### src/rtl/gaussianblur_bus_arbiter.sv
// gaussianblur_bus_arbiter
//
// Shares one memory request/response port between the V1 and V2 bus masters of
// the Gaussianblur accelerator. The arbiter accepts one request in ARB, latches
// it, and presents it to memory in ISSUE until memory accepts it. Each read that
// is handed off pushes its owner into a tag FIFO. Read responses are routed
// combinationally, in order, to the owner at the head of that FIFO.
//
// Build option:
//   GBLUR_ARB_RR_EN  defined   : round-robin between the masters when both request
//                    undefined : V1 has fixed priority over V2
//
// Ports:
//   ap_clk, ap_rst_n          clock, synchronous active-low reset
//   vN_req_*, vN_address,
//   vN_size, vN_dataout       request side of master N (N = 1, 2)
//   vN_rsp_*, vN_datain       response side of master N
//   mem_req_*, mem_address,
//   mem_size, mem_dataout     request to memory (registered, held while stalled)
//   mem_rsp_*, mem_datain     response from memory
//   outstanding               reads handed off and not yet answered
//   rsp_orphan                sticky: a response arrived with no read outstanding
module gaussianblur_bus_arbiter #(
  parameter int unsigned ADDR_W    = 32,
  parameter int unsigned DATA_W    = 128,
  parameter int unsigned TAG_DEPTH = 4
) (
  input  logic                         ap_clk,
  input  logic                         ap_rst_n,
  // Master V1
  input  logic                         v1_req_write,
  input  logic                         v1_req_din,
  output logic                         v1_req_full_n,
  input  logic [ADDR_W-1:0]            v1_address,
  input  logic [ADDR_W-1:0]            v1_size,
  input  logic [DATA_W-1:0]            v1_dataout,
  output logic                         v1_rsp_empty_n,
  input  logic                         v1_rsp_read,
  output logic                         v1_rsp_dout,
  output logic [DATA_W-1:0]            v1_datain,
  // Master V2
  input  logic                         v2_req_write,
  input  logic                         v2_req_din,
  output logic                         v2_req_full_n,
  input  logic [ADDR_W-1:0]            v2_address,
  input  logic [ADDR_W-1:0]            v2_size,
  input  logic [DATA_W-1:0]            v2_dataout,
  output logic                         v2_rsp_empty_n,
  input  logic                         v2_rsp_read,
  output logic                         v2_rsp_dout,
  output logic [DATA_W-1:0]            v2_datain,
  // Memory side
  output logic                         mem_req_write,
  output logic                         mem_req_din,
  output logic [ADDR_W-1:0]            mem_address,
  output logic [ADDR_W-1:0]            mem_size,
  output logic [DATA_W-1:0]            mem_dataout,
  input  logic                         mem_req_full_n,
  input  logic                         mem_rsp_empty_n,
  output logic                         mem_rsp_read,
  input  logic                         mem_rsp_dout,
  input  logic [DATA_W-1:0]            mem_datain,
  // Status
  output logic [$clog2(TAG_DEPTH):0]   outstanding,
  output logic                         rsp_orphan
);

  localparam int unsigned PtrW = $clog2(TAG_DEPTH);
  localparam int unsigned CntW = PtrW + 1;

  typedef enum logic [0:0] {StArb, StIssue} state_e;

  state_e              state_q;
  logic                mem_req_write_q;
  logic                req_din_q;
  logic [ADDR_W-1:0]   addr_q;
  logic [ADDR_W-1:0]   size_q;
  logic [DATA_W-1:0]   data_q;
  logic                owner_q;  // 0 = V1, 1 = V2

  // Tag FIFO: one owner bit per outstanding read
  logic                tag_mem_q [TAG_DEPTH];
  logic [PtrW-1:0]     wr_ptr_q, rd_ptr_q;
  logic [CntW-1:0]     count_q, count_d;
  logic                orphan_q;

  logic gnt_v1, gnt_v2;
  logic arb_ok, accept_v1, accept_v2, accept;
  logic push, pop, tag_full, tag_empty, head;

  // ---------------------------------------------------------------------------
  // Grant
  // ---------------------------------------------------------------------------
`ifdef GBLUR_ARB_RR_EN
  logic last_v2_q;  // 1 = V2 was granted last; reset value lets V1 win the first tie

  assign gnt_v1 = v1_req_write & (~v2_req_write | last_v2_q);

  always_ff @(posedge ap_clk) begin
    if (!ap_rst_n) begin
      last_v2_q <= 1'b1;
    end else if (accept) begin
      last_v2_q <= accept_v2;
    end
  end
`else
  assign gnt_v1 = v1_req_write;
`endif
  assign gnt_v2 = v2_req_write & ~gnt_v1;

  assign tag_empty = (count_q == '0);
  assign tag_full  = (count_q == CntW'(TAG_DEPTH));
  assign arb_ok    = (state_q == StArb) & ~tag_full;

  // Ready is forced low while reset is held, whatever the state register holds
  assign v1_req_full_n = ap_rst_n & arb_ok & gnt_v1;
  assign v2_req_full_n = ap_rst_n & arb_ok & gnt_v2;

  assign accept_v1 = v1_req_write & v1_req_full_n;
  assign accept_v2 = v2_req_write & v2_req_full_n;
  assign accept    = accept_v1 | accept_v2;

  // ---------------------------------------------------------------------------
  // Request FSM with registered memory-side outputs
  // ---------------------------------------------------------------------------
  always_ff @(posedge ap_clk) begin
    if (!ap_rst_n) begin
      state_q         <= StArb;
      mem_req_write_q <= 1'b0;
      req_din_q       <= 1'b0;
      addr_q          <= '0;
      size_q          <= '0;
      data_q          <= '0;
      owner_q         <= 1'b0;
    end else begin
      unique case (state_q)
        StArb: begin
          if (accept) begin
            state_q         <= StIssue;
            mem_req_write_q <= 1'b1;
            owner_q         <= accept_v2;
            req_din_q       <= accept_v2 ? v2_req_din : v1_req_din;
            addr_q          <= accept_v2 ? v2_address : v1_address;
            size_q          <= accept_v2 ? v2_size    : v1_size;
            data_q          <= accept_v2 ? v2_dataout : v1_dataout;
          end
        end
        StIssue: begin
          if (mem_req_full_n) begin
            state_q         <= StArb;
            mem_req_write_q <= 1'b0;
          end
        end
        default: begin
          state_q         <= StArb;
          mem_req_write_q <= 1'b0;
        end
      endcase
    end
  end

  assign mem_req_write = mem_req_write_q;
  assign mem_req_din   = req_din_q;
  assign mem_address   = addr_q;
  assign mem_size      = size_q;
  assign mem_dataout   = data_q;

  // ---------------------------------------------------------------------------
  // Tag FIFO
  // ---------------------------------------------------------------------------
  // A read's tag enters the FIFO on the same edge the request is handed off
  assign push = (state_q == StIssue) & mem_req_full_n & ~req_din_q;
  assign pop  = mem_rsp_read;

  always_comb begin
    count_d = count_q;
    unique case ({push, pop})
      2'b10:   count_d = count_q + CntW'(1);
      2'b01:   count_d = count_q - CntW'(1);
      default: count_d = count_q;
    endcase
  end

  always_ff @(posedge ap_clk) begin
    if (push) begin
      tag_mem_q[wr_ptr_q] <= owner_q;
    end
  end

  // Pointers wrap naturally because TAG_DEPTH is a power of two
  always_ff @(posedge ap_clk) begin
    if (!ap_rst_n) begin
      wr_ptr_q <= '0;
      rd_ptr_q <= '0;
      count_q  <= '0;
      orphan_q <= 1'b0;
    end else begin
      if (push) wr_ptr_q <= wr_ptr_q + PtrW'(1);
      if (pop)  rd_ptr_q <= rd_ptr_q + PtrW'(1);
      count_q  <= count_d;
      orphan_q <= orphan_q | (mem_rsp_empty_n & tag_empty);
    end
  end

  assign outstanding = count_q;
  assign rsp_orphan  = orphan_q;

  // ---------------------------------------------------------------------------
  // Response routing (zero-cycle)
  // ---------------------------------------------------------------------------
  assign head = tag_mem_q[rd_ptr_q];

  assign v1_rsp_empty_n = mem_rsp_empty_n & ~tag_empty & ~head;
  assign v2_rsp_empty_n = mem_rsp_empty_n & ~tag_empty &  head;

  assign v1_datain   = mem_datain;
  assign v2_datain   = mem_datain;
  assign v1_rsp_dout = mem_rsp_dout;
  assign v2_rsp_dout = mem_rsp_dout;

  assign mem_rsp_read = (v1_rsp_read & v1_rsp_empty_n) | (v2_rsp_read & v2_rsp_empty_n);

endmodule

### config.mk
export PLATFORM = sky130hd
export DESIGN_NAME = gaussianblur_bus_arbiter
export DESIGN_NICKNAME = d
export VERILOG_FILES = /design/src/rtl/gaussianblur_bus_arbiter.sv
export SDC_FILE = /design/constraint.sdc
export NUM_CORES = 1
export LEC_CHECK = 0
export ABC_AREA = 1
export CORE_AREA = 3 3 380 382
export CTS_BUF_LIST = sky130_fd_sc_hd__clkbuf_16
export DETAILED_ROUTE_END_ITERATION = 6
export DIE_AREA = 0 0 383 385
export HOLD_SLACK_MARGIN = 0.15
export PLACE_DENSITY = 0.3
export SYNTH_ARGS = -nofsm -noshare
export SYNTH_HDL_FRONTEND = slang
export SYNTH_SLANG_ARGS = --single-unit
### constraint.sdc
create_clock -name ap_clk -period 3.5 [get_ports ap_clk]
set_clock_uncertainty 0.05 [all_clocks]
set_input_delay 0.35 -clock ap_clk [delete_from_list [all_inputs] [get_ports ap_clk]]
set_output_delay 0.35 -clock ap_clk [all_outputs]
set_load 0.01 [all_outputs]
==> flow_metrics.py <==
metrics = {
    "outcome": {
        "outcome": "complete, no violations",
    },
    "finish": {
        "drive_above_1_share_pct": 5.42,
        "area_growth_pct": 63.6,
        "stdcell_count": 3646,
        "postLayoutCellArea_mm2": 0.0185,
        "fin_nets": 2260,
    },
    "sta": {
        "fin_setup_tns_ns": 0,
        "hold_viol": 0,
        "whs_ns": 0.359,
        "finalSetupViolCount": 0,
        "worst_slew_pin_slew_ns": 0.907,
        "period_needed_ns": 2.75,
        "fmax_mhz": 364,
        "slew_headroom_pct": 39.5,
        "slew_viol_final": 0,
        "rsz0062_at_grt": "false",
        "min_period_over_period_pct": 78.6,
    },
    "global_route": {
        "use_met2_pct": 14.9,
        "antenna_found_initial": 15,
        "grt_pass1_vias": 11000,
        "track_usage_pct": 8.97,
        "grt_max_degree": 140,
        "grt_pass1_wl_mm": 92.4,
        "gr-usage-met3_pct": 5.93,
        "grt_busiest_layer": "met2",
        "grtUsageMet1_pct": 9.12,
        "gr-total-overflow": 0,
    },
    "power": {
        "power_frac_clock_pct": 40.6,
        "internal_power_uw": 5370,
        "seq_power_share_pct": 36.1,
        "total_power_uw": 7640,
        "ir_worst_vdd_uv": 238,
        "p_leak_uw": 0.00599,
        "power.switching_uw": 2270,
        "switching_share_pct": 29.8,
        "p_comb_share_pct": 23.4,
        "power_density_mw_per_mm2": 414,
    },
    "drt": {
        "ant_nets": 0,
        "totalWireLength_mm": 69.5,
        "vias_per_cell": 2.92,
        "wl_per_cell_um": 19.1,
        "route.detailed.drc": 0,
        "dr.pass1.iters": 4,
        "vias": 10600,
        "drt_iter0_drc": 410,
    },
    "yosys": {
        "synth_seq_cells": 210,
        "synth_edf_count": 4,
        "syn_inst": 1436,
        "syn-num-nets": 1965,
        "yosysWarnings": 0,
        "syn_avg_cell_area_um2": 7.85,
        "synth_cell_types": 27,
        "syn_area_mm2": 0.0113,
        "synth_top_area_share_pct": 36.6,
        "synthFlopType": "dfxtp_1",
        "synth.largest_area_cell": "dfxtp_1",
        "ys_top_cells_by_area": "dfxtp_1 37%, buf_4 18%, o21ai_1 12%",
        "ys_async_sr_fraction_pct": 0,
        "seq_area_frac_synth_pct": 37.6,
    },
    "critical_path": {
        "rr_startpoint": "outstanding[1]",
        "r2r-end": "outstanding[2]",
        "cp-start-kind": "flop",
        "crit_type": "reg2out",
        "worstPathMaxFanout": 5,
        "crit_cells": 5,
        "cp_slowest_cell": "clkdlybuf4s50_1",
        "crit_path_start": "outstanding[1]",
        "crit_path_cell_trace": "nor2_1 -> a21boi_0 -> nand3_1 -> nand2_1 -> clkdlybuf4s50_1",
        "crit_path_max_incr_delay_ns": 0.66,
        "crit_buf_inv": 1,
        "reg2regPathDepth": 11,
        "cp-end-kind": "primary output",
        "cp_data_required_time_ns": 3.10,
        "critPathCapture": "mem_rsp_read",
        "crit_family": "buffers and inverters",
        "reg2reg_slack_ns": 1.11,
        "cp.arrival_ns": 2.35,
    },
    "floorplanning": {
        "die_y_um": 385,
        "die_w_um": 383,
        "rows": 138,
        "coreArea_mm2": 0.141,
        "die_area_mm2": 0.147,
        "num_io_pins": 984,
        "start_util_pct": 7.97,
    },
    "placed_design": {
        "dpl.cell_count": 3584,
        "globalplace.congestion": 0.750,
        "placed_area_mm2": 0.0175,
        "portBuffers": 596,
        "place_hpwl_mm": 55.6,
    },
    "worst_hold_path": {
        "hp-class": "in2reg",
    },
    "clock_network": {
        "cts_max_path_buffers": 3,
        "h-tree-depth": 2,
        "cts_tree": "done",
        "path_clk_slew_ns": 0.05,
        "clock_latency_ns": 0.56,
        "cts.sinks": 210,
        "root_buffer": "clkbuf_16",
        "cts_resized": 0,
        "cts_made_buffers": 34,
    },
    "flow_run": {
        "max_cap_viol_count": 0,
    },
}
power by group through the flow:
stage	Combinational (uW)	Clock (uW)	Sequential (uW)
3_3_place_gp	1840	0	2800
5_1_grt	1950	3400	2780
6_report	1780	3100	2750
2_1_floorplan	826	0	2900
3_5_place_dp	1830	0	2800
4_1_cts	1840	3340	2760
cell families (layout without fill, tap and decap cells):
family / after synthesis / in the layout / share of synthesized area (%)
flops: 210 / 210 / 37.6
other cells: 0 / 3 / 0
fa+ha+maj: 6 / 6 / 0.732
buf+inv: 386 / 703 / 22.4
xor+xnor: 1 / 1 / 0.0777
compound gates: 596 / 596 / 26.5
simple gates: 237 / 237 / 12.6
final cells by class:
cell class                      instances  area, um2
Antenna cell                            3       7.51
Clock buffer                           34        851
Clock inverter                         24        113
Fill cell                           16200     123000
Inverter                               22       90.1
Multi-Input combinational cell        840       4510
Sequential cell                       210       4240
Tap cell                             1890       2360
Timing Repair Buffer                  623       6270
Yosys cell counts, types with 2 or more instances:
cell type	count
ha_1	5
or2_0	170
o21ai_0	113
edfxtp_1	4
or2_2	23
nand3_1	7
o21ai_1	278
a21oi_1	204
buf_2	46
nand2_1	16
clkbuf_2	13
clkbuf_1	38
nor2_1	17
inv_1	20
dfxtp_1	206
buf_4	264
buf_6	2
worst min-delay path by stage:
| stage | slack (ns) | end | startpoint | depth (start not counted) |
|---|---|---|---|---|
| floorplan | 0.41 | tag_mem_q[0] | owner_q | 0 |
| global placement | 0.40 | rsp_orphan | rsp_orphan | 2 |
| detailed placement | 0.40 | rsp_orphan | rsp_orphan | 2 |
| CTS | 0.29 | mem_address[20] | v1_address[20] | 3 |
| global route | 0.33 | rsp_orphan | mem_rsp_empty_n | 3 |
| finish | 0.36 | rsp_orphan | mem_rsp_empty_n | 3 |
cells in the final DEF (no fill, tap or decap), drive strengths merged:
master / netlist / final
nor2: 18 / 18
dlygate4sd3: 0 / 1
inv: 22 / 33
edfxtp: 4 / 4
ha: 5 / 5
a21oi: 204 / 204
nand3: 9 / 9
clkinvlp: 0 / 2
clkinv: 0 / 11
buf: 313 / 27
fa: 1 / 1
nand2: 17 / 17
clkdlybuf4s50: 0 / 595
diode: 0 / 3
xor2: 1 / 1
o21ai: 391 / 391
dfxtp: 206 / 206
clkbuf: 51 / 34
a21boi: 1 / 1
or2: 193 / 193
timing repair:
item                                   4_1_cts  5_1_grt
buffers inserted                             0        0
endpoints found under the hold margin        8        0
hold buffers                                 1        0
worst register-to-register path: stages (launching register included):
cell      delay (ns)
dfxtp_1         0.37
nor2_1          0.09
a21boi_0        0.35
nand3_1         0.15
nand2_1         0.17
ha_1            0.16
inv_1           0.06
fa_1            0.39
a21oi_1         0.15
o21ai_0         0.12
o21ai_0         0.16
a21oi_1         0.05
per-layer routing:
layer,wire [um],up-vias
li1,-,5207
met1,25000,4673
met2,32800,619
met3,9830,135
met4,1870,6
met5,64,-
registers in the layout (all words and copies together), names as in the netlist, named ones only:
| signal | flops |
|---|---|
| tag_mem_q | 4 |
| mem_dataout | 128 |
| outstanding | 3 |
| mem_size | 32 |
| mem_req_write | 1 |
| rd_ptr_q | 2 |
| state_q | 1 |
| rsp_orphan | 1 |
| mem_req_din | 1 |
| owner_q | 1 |
| mem_address | 32 |
| wr_ptr_q | 2 |
through the flow:
| stage | setup WS [ns] | util [%] |
|---|---|---|
| 4_1_cts | 0.595 | 13.0 |
| 2_1_floorplan | 1.29 | - |
| 3_3_place_gp | 0.564 | 12.4 |
| 5_1_grt | 0.535 | 13.0 |
| 3_5_place_dp | 0.708 | 12.4 |
| 6_report | 0.750 | 13.0 |
No activity file was read; power rests on OpenSTA's default activity.
